<file path="config.mk">
export PLATFORM = sky130hd
export DESIGN_NAME = qnigma_mac_rx_parse_flat
export DESIGN_NICKNAME = d
export VERILOG_FILES = /design/src/rtl/qnigma_mac_pkg.sv /design/src/rtl/qnigma_mac_rx_parse_if.sv /design/src/rtl/qnigma_sipo_mac.sv /design/src/rtl/qnigma_mac_rx_parse.sv /design/src/flat_wrapper.sv
export SDC_FILE = /design/constraint.sdc
export NUM_CORES = 1
export LEC_CHECK = 0
export BUFFER_PORTS_ARGS = -buffer_cell sky130_fd_sc_hd__buf_2
export CAP_MARGIN = 10
export CORE_MARGIN = 2
export CORE_UTILIZATION = 25
export DETAILED_ROUTE_END_ITERATION = 6
export PLACE_DENSITY = 0.42
export SLEW_MARGIN = 20
export SYNTH_ARGS = -nofsm -noshare
export SYNTH_HDL_FRONTEND = slang
export SYNTH_SLANG_ARGS = --single-unit
</file>
<file path="constraint.sdc">
create_clock -name clk -period 1.89 [get_ports clk]
set_input_delay 0.0945 -clock clk [delete_from_list [all_inputs] [get_ports clk]]
set_output_delay 0.0945 -clock clk [all_outputs]
set_load 0.01 [all_outputs]
</file>
<file path="src/rtl/qnigma_mac_pkg.sv">
// Shared constants and types for the receive-side MAC header parser.
package qnigma_mac_pkg;

    localparam logic [7:0] PRE_BYTE = 8'h55;
    localparam logic [7:0] SFD_BYTE = 8'hD5;
    localparam int         HDR_LEN  = 14;

    typedef logic [47:0] mac_addr_t;

    localparam mac_addr_t BCAST_ADDR = 48'hFFFF_FFFF_FFFF;

    typedef struct packed {
        mac_addr_t   dst;
        mac_addr_t   src;
        logic [15:0] ethertype;
    } mac_hdr_t;

    typedef enum logic [2:0] {
        ST_IDLE,
        ST_PRE,
        ST_HDR,
        ST_PLD,
        ST_DROP
    } state_t;

    function automatic logic addr_hit(input mac_addr_t dst,
                                      input mac_addr_t own);
        return (dst == own) || (dst == BCAST_ADDR);
    endfunction

endpackage

</file>
<file path="src/rtl/qnigma_mac_rx_parse_if.sv">
// Framed byte stream carrying forwarded payload to upper layers.
interface qnigma_mac_rx_parse_if;

    logic [7:0] dat;
    logic       val;
    logic       sof;
    logic       eof;
    logic       err;

    modport master (output dat, val, sof, eof, err);
    modport slave  (input  dat, val, sof, eof, err);

endinterface

</file>
<file path="src/rtl/qnigma_sipo_mac.sv">
// Header window: index 0 is the byte presented this cycle,
// higher indices are progressively older shifted-in bytes.
module qnigma_sipo_mac #(
    parameter int WIDTH  = 8,
    parameter int LENGTH = 14
) (
    input  logic                          clk,
    input  logic                          rst,
    input  logic                          en_i,
    input  logic [WIDTH-1:0]              din_i,
    output logic [LENGTH-1:0][WIDTH-1:0]  win_o
);

    logic [LENGTH-1:1][WIDTH-1:0] hist_q;
    logic [LENGTH-1:1][WIDTH-1:0] hist_d;

    assign win_o = {hist_q, din_i};

    always_comb begin
        hist_d = hist_q;
        if (en_i) begin
            hist_d = win_o[LENGTH-2:0];
        end
    end

    always_ff @(posedge clk) begin
        if (rst) begin
            hist_q <= '0;
        end else begin
            hist_q <= hist_d;
        end
    end

endmodule

</file>
<file path="src/rtl/qnigma_mac_rx_parse.sv">
// Receive MAC parser: strips preamble/SFD, filters on destination
// address and forwards payload+FCS as a framed byte stream.
module qnigma_mac_rx_parse
    import qnigma_mac_pkg::*;
#(
    parameter int MAX_PLD = 1504,
    parameter int PRE_MAX = 7
) (
    input  logic                         clk,
    input  logic                         rst,
    input  logic [7:0]                   rx_dat_i,
    input  logic                         rx_val_i,
    input  logic                         rx_err_i,
    input  mac_addr_t                    mac_addr_i,
    output logic                         hdr_val_o,
    output mac_addr_t                    dst_o,
    output mac_addr_t                    src_o,
    output logic [15:0]                  ethertype_o,
    qnigma_mac_rx_parse_if.master        pld,
    output logic                         frame_err_o
);

    localparam int CNT_W = $clog2(MAX_PLD + PRE_MAX + HDR_LEN + 1);

    state_t               state_q, state_d;
    logic                 val_prev_q, val_prev_d;
    logic [CNT_W-1:0]     cnt_q, cnt_d;
    logic [7:0]           hold_q, hold_d;
    logic                 err_q, err_d;
    mac_hdr_t             hdr_q, hdr_d;
    logic                 hdr_val_q, hdr_val_d;
    logic                 ferr_q, ferr_d;
    logic [7:0]           odat_q, odat_d;
    logic                 oval_q, oval_d;
    logic                 osof_q, osof_d;
    logic                 oeof_q, oeof_d;
    logic                 oerr_q, oerr_d;

    logic [HDR_LEN-1:0][7:0] win;
    mac_hdr_t                hdr_now;
    logic                    rise;
    logic                    win_en;

    assign rise    = rx_val_i & ~val_prev_q;
    assign win_en  = (state_q == ST_HDR) & rx_val_i;
    assign hdr_now = win;

    qnigma_sipo_mac #(
        .WIDTH  (8),
        .LENGTH (HDR_LEN)
    ) u_win (
        .clk    (clk),
        .rst    (rst),
        .en_i   (win_en),
        .din_i  (rx_dat_i),
        .win_o  (win)
    );

    always_comb begin
        state_d    = state_q;
        val_prev_d = rx_val_i;
        cnt_d      = cnt_q;
        hold_d     = hold_q;
        err_d      = err_q;
        hdr_d      = hdr_q;
        hdr_val_d  = 1'b0;
        ferr_d     = 1'b0;
        odat_d     = odat_q;
        oval_d     = 1'b0;
        osof_d     = 1'b0;
        oeof_d     = 1'b0;
        oerr_d     = 1'b0;

        unique case (state_q)
            ST_IDLE: begin
                cnt_d = '0;
                err_d = 1'b0;
                // Only a fresh val edge starts a frame; mid-frame data is ignored.
                if (rise) begin
                    if (rx_dat_i == PRE_BYTE && !rx_err_i) begin
                        state_d = ST_PRE;
                        cnt_d   = CNT_W'(1);
                    end else begin
                        state_d = ST_DROP;
                        ferr_d  = 1'b1;
                    end
                end
            end
            ST_PRE: begin
                if (!rx_val_i) begin
                    state_d = ST_IDLE;
                    ferr_d  = 1'b1;
                end else if (rx_err_i) begin
                    state_d = ST_DROP;
                    ferr_d  = 1'b1;
                end else if (rx_dat_i == PRE_BYTE) begin
                    if (cnt_q == CNT_W'(PRE_MAX)) begin
                        state_d = ST_DROP;
                        ferr_d  = 1'b1;
                    end else begin
                        cnt_d = cnt_q + 1'b1;
                    end
                end else if (rx_dat_i == SFD_BYTE) begin
                    state_d = ST_HDR;
                    cnt_d   = '0;
                end else begin
                    state_d = ST_DROP;
                    ferr_d  = 1'b1;
                end
            end
            ST_HDR: begin
                if (!rx_val_i) begin
                    state_d = ST_IDLE;
                    ferr_d  = 1'b1;
                end else if (rx_err_i) begin
                    state_d = ST_DROP;
                    ferr_d  = 1'b1;
                end else if (cnt_q == CNT_W'(HDR_LEN - 1)) begin
                    // Address miss is a normal filter outcome, not an error.
                    if (addr_hit(hdr_now.dst, mac_addr_i)) begin
                        hdr_d     = hdr_now;
                        hdr_val_d = 1'b1;
                        state_d   = ST_PLD;
                        cnt_d     = '0;
                        err_d     = 1'b0;
                    end else begin
                        state_d = ST_DROP;
                    end
                end else begin
                    cnt_d = cnt_q + 1'b1;
                end
            end
            ST_PLD: begin
                if (!rx_val_i) begin
                    state_d = ST_IDLE;
                    if (cnt_q == '0) begin
                        ferr_d = 1'b1;
                    end else begin
                        oval_d = 1'b1;
                        odat_d = hold_q;
                        osof_d = (cnt_q == CNT_W'(1));
                        oeof_d = 1'b1;
                        oerr_d = err_q;
                    end
                end else begin
                    err_d = err_q | rx_err_i;
                    if (cnt_q != '0) begin
                        oval_d = 1'b1;
                        odat_d = hold_q;
                        osof_d = (cnt_q == CNT_W'(1));
                    end
                    // A byte beyond the limit closes the frame as truncated.
                    if (cnt_q == CNT_W'(MAX_PLD)) begin
                        oeof_d  = 1'b1;
                        oerr_d  = 1'b1;
                        state_d = ST_DROP;
                    end else begin
                        hold_d = rx_dat_i;
                        cnt_d  = cnt_q + 1'b1;
                    end
                end
            end
            ST_DROP: begin
                if (!rx_val_i) begin
                    state_d = ST_IDLE;
                end
            end
            default: begin
                state_d = ST_IDLE;
            end
        endcase
    end

    always_ff @(posedge clk) begin
        if (rst) begin
            state_q    <= ST_IDLE;
            val_prev_q <= 1'b1;
            cnt_q      <= '0;
            hold_q     <= '0;
            err_q      <= 1'b0;
            hdr_q      <= '0;
            hdr_val_q  <= 1'b0;
            ferr_q     <= 1'b0;
            odat_q     <= '0;
            oval_q     <= 1'b0;
            osof_q     <= 1'b0;
            oeof_q     <= 1'b0;
            oerr_q     <= 1'b0;
        end else begin
            state_q    <= state_d;
            val_prev_q <= val_prev_d;
            cnt_q      <= cnt_d;
            hold_q     <= hold_d;
            err_q      <= err_d;
            hdr_q      <= hdr_d;
            hdr_val_q  <= hdr_val_d;
            ferr_q     <= ferr_d;
            odat_q     <= odat_d;
            oval_q     <= oval_d;
            osof_q     <= osof_d;
            oeof_q     <= oeof_d;
            oerr_q     <= oerr_d;
        end
    end

    assign hdr_val_o   = hdr_val_q;
    assign dst_o       = hdr_q.dst;
    assign src_o       = hdr_q.src;
    assign ethertype_o = hdr_q.ethertype;
    assign frame_err_o = ferr_q;

    assign pld.dat = odat_q;
    assign pld.val = oval_q;
    assign pld.sof = osof_q;
    assign pld.eof = oeof_q;
    assign pld.err = oerr_q;

endmodule

</file>
<file path="src/flat_wrapper.sv">
// flat-port wrapper written by rule: the top's interface ports become plain ports
module qnigma_mac_rx_parse_flat import qnigma_mac_pkg::*;
#(
    parameter int MAX_PLD = 1504,
    parameter int PRE_MAX = 7
)
  (clk, rst, rx_dat_i, rx_val_i, rx_err_i, mac_addr_i, hdr_val_o, dst_o, src_o, ethertype_o, frame_err_o, pld_dat, pld_val, pld_sof, pld_eof, pld_err);
  qnigma_mac_rx_parse_if pld_i ();
  input  logic clk;
  input  logic rst;
  input  logic [7:0] rx_dat_i;
  input  logic rx_val_i;
  input  logic rx_err_i;
  input  mac_addr_t mac_addr_i;
  output logic hdr_val_o;
  output mac_addr_t dst_o;
  output mac_addr_t src_o;
  output logic [15:0] ethertype_o;
  output logic frame_err_o;
  output wire logic [$bits(pld_i.dat)-1:0] pld_dat;
  output wire logic [$bits(pld_i.val)-1:0] pld_val;
  output wire logic [$bits(pld_i.sof)-1:0] pld_sof;
  output wire logic [$bits(pld_i.eof)-1:0] pld_eof;
  output wire logic [$bits(pld_i.err)-1:0] pld_err;
  assign pld_dat = pld_i.dat;
  assign pld_val = pld_i.val;
  assign pld_sof = pld_i.sof;
  assign pld_eof = pld_i.eof;
  assign pld_err = pld_i.err;
  qnigma_mac_rx_parse #(.MAX_PLD(MAX_PLD), .PRE_MAX(PRE_MAX)) u_core (.clk(clk), .rst(rst), .rx_dat_i(rx_dat_i), .rx_val_i(rx_val_i), .rx_err_i(rx_err_i), .mac_addr_i(mac_addr_i), .hdr_val_o(hdr_val_o), .dst_o(dst_o), .src_o(src_o), .ethertype_o(ethertype_o), .pld(pld_i), .frame_err_o(frame_err_o));
endmodule
</file>
==> out/results.tsv <==
metric	value	unit
synth-xor-area-share	0.0387	
violations	setup timing	
status	finished with violations	
diodes	0	
worstSetupStartpoint	u_core.u_win.win_o[82]	
internal_power	0.00937	W
r2r_slack	-0.42	ns
path_cells	xor2_1 > nor4_2 > buf_4 > nand4_1 > o31a_4 > buf_12 > o31ai_1 > a21oi_1	
synth.avg_cell_area	8.28	sq um
viasPerCell	5.08	
finalSetupTns	-45.74	ns
cts_tree	built	
worstMarginPinSlew	0.930	ns
p_leak	5.91	nW
slew_headroom	0.380	
seq_power_share	0.439	
drive_above_1_share	0.339	
cap_viol_max_count	0	
synth_top_area_share	0.468	
grt_pass1_wl	66.0	mm
root_buffer	clkbuf_16	
cts_buffers	34	
clkPwrFrac	0.519	
slew_viol_final	0	
synth_area_leaders	dfxtp_1, a21oi_1, nand2_1	
crit_path_end_kind	flop	
p_per_area	778	nW/um^2
die_area	45200	sq um
dp_hpwl	29.1	mm
final_util	0.365	
min_to	u_core.val_prev_q	
path_delay_family	compound AO/OA/AOI/OAI gates	
first_global_vias	10918	
remaining_drc_errors	0	
worstPathRequired	2.26	ns
swShare	0.232	
fin_nets	1653	
final_common_cell	dfxtp_1	
r2r_cells	8	
synth_compound_area_frac	0.213	
final_cell_mix	dfxtp_1, nand2_1, a21oi_1, buf_2	
final_antenna_net_count	0	
r2r_end	u_core.src_o[11]	
cts.path.max_buffers	3	
syn_inst	1314	
finalHoldViolCount	0	
wl_per_cell	20.0	um
vias	11164	
pin_count	186	
clock_latency	0.53	ns
cpMaxStageDelayCell	o31a_4	
hp-class	input pin to flop	
antenna_found_initial	0	
r2r_start	u_core.u_win.win_o[82]	
fmaxAchievable	432	MHz
min_period_over_period	1.22	
critPathBufInv	2	
min-delay-start	rx_val_i	
synth-edff-count	0	
setup_viol	128	
ys_seq_area_frac	0.468	
critical_path_class	flop to flop	
drtIter0Drc	777	
groute.usage.overall	0.189	
async_reset_ff_frac	0	
setup_slack	-0.423	ns
slowest_delay	0.43	ns
overflow	0	
start_kind	flop	
synth-simple-area-share	0.216	
path_clk_slew	0.06	ns
cts_sinks	254	
finClkSkew	0.0154	ns
synthAdderAreaFrac	0.00345	
peakVddDrop	0.590	mV
critical_path_arrival	2.69	ns
ys_ff_latch	254	
rsz0062_at_grt	true	
yosys_warnings	0	
fp.coreArea	43000	sq um
die_h	213	um
synth_top_family_by_area	simple AND/OR/NAND/NOR gates	
dr.pass1.iters	5	
area_delta_synth_final	44.1	%
synth.distinct_cells	51	
cts_max_level	2	
hold_depth	3	
syn_nets	1377	
post-place-ws	-0.565	ns
muxShareOfSynthArea	0.00736	
yosys.area.top_type	dfxtp_1	
drt-total-wl	44.0	mm
netlist_area	10900	sq um
num_rows	76	
synth_ff_type	dfxtp_1	
grt_max_degree	159	
combPwrFrac	0.041	
layout_min_cycle_time	2.31	ns
p_switching	0.00283	W
gp_congestion	0.817	
port_buffers	185	
cp_max_fo	51	
die_x	213	um
initial_core_util	0.253	
worstSetupPathDepth	8	
==> flip-flops by register name, indices dropped and copies added (netlist names) <==
name and cells:
u_core.val_prev_q 1, u_core.pld.eof 1, u_core.hdr_val_o 1, u_core.state_q 3, u_core.frame_err_o 1, u_core.cnt_q 11
u_core.hold_q 8, u_core.ethertype_o 16, u_core.u_win.win_o 104, u_core.pld.sof 1, u_core.err_q 1, u_core.pld.dat 8
u_core.pld.err 1, u_core.src_o 48, u_core.dst_o 48, u_core.pld.val 1
==> power groups by stage <==
stage / clock (W) / combinational [W] / sequential (W)
after CTS: 0.00654 / 0.000487 / 0.00536
final: 0.00633 / 0.000506 / 0.00536
after global placement: 0 / 0.000450 / 0.00548
after floorplan: 0 / 0.000207 / 0.00548
after global routing: 0.00674 / 0.000537 / 0.00536
after detailed placement: 0 / 0.000448 / 0.00548
==> layer usage <==
| metal | up-vias | track usage | wire, um | share of wire |
|---|---|---|---|---|
| met5 | - | 0 | 0 | 0 |
| met3 | 71 | 0.0270 | 1800 | 0.041 |
| met1 | 5466 | 0.250 | 19700 | 0.45 |
| met4 | 0 | 0.0661 | 1290 | 0.029 |
| met2 | 265 | 0.315 | 21200 | 0.48 |
| li1 | 5362 | - | - | - |
==> stage by stage <==
step	total power, W	instance area, sq um	hold WS (ns)	instances
after floorplan	0.00568	11000	0.207	1314
after global placement	0.00593	13600	0.320	2111
after detailed placement	0.00593	13600	0.319	2111
after CTS	0.0124	15300	0.00150	2195
after global routing	0.0126	15700	0.0742	2197
final	0.0122	15700	0.0699	2197
==> tightest hold or removal path, stage by stage <==
cell     delay (ns)
buf_2          0.22
inv_2          0.16
nand2_1        0.08
==> cells in the mapped netlist (3+ instances only) <==
master	instances
and3_1	7
buf_2	16
a21oi_1	238
nor4_1	17
buf_4	12
nand4_1	132
or4b_1	4
a32o_1	3
nand2b_1	3
and4_1	4
buf_1	13
nor2b_1	5
clkbuf_1	92
o31ai_1	113
dfxtp_1	254
inv_1	7
mux2i_1	8
nand3_1	16
nand2_1	231
a31oi_1	5
o21ai_0	13
or4_1	4
nor2_1	24
nor3_1	8
xor2_1	48
a211oi_1	3
ha_1	3
==> cell type report <==
type | instances | area [sq um]
Clock buffer | 48 | 975
Clock inverter | 10 | 109
Fill cell | 4524 | 27300
Inverter | 8 | 31.3
Multi-Input combinational cell | 920 | 5870
Sequential cell | 254 | 5120
Tap cell | 585 | 732
Timing Repair Buffer | 372 | 2840
==> logic make-up after synthesis <==
logic type / after synthesis
flops: 254
compound gates: 390
buf+inv: 141
simple gates: 470
fa+ha+maj: 3
mux: 8
xor+xnor: 48
==> worst max-delay path by stage <==
stage	slack, ns	endpoint
floorplan	-0.05	u_core.dst_o[10]
global route	-0.54	u_core.src_o[6]
detailed placement	-0.56	u_core.src_o[39]
CTS	-0.41	u_core.src_o[13]
global placement	-0.53	u_core.src_o[39]
finish	-0.42	u_core.src_o[11]
==> what timing repair did <==
action	in CTS	in global routing
pin swaps	60	54
resized for setup	75	75
hold buffers	9	0
endpoints found under the hold margin	29	0
setup buffers	12	3
setup endpoints to repair	147	148
gates cloned	5	3
(Power assumes the default switching activity.)
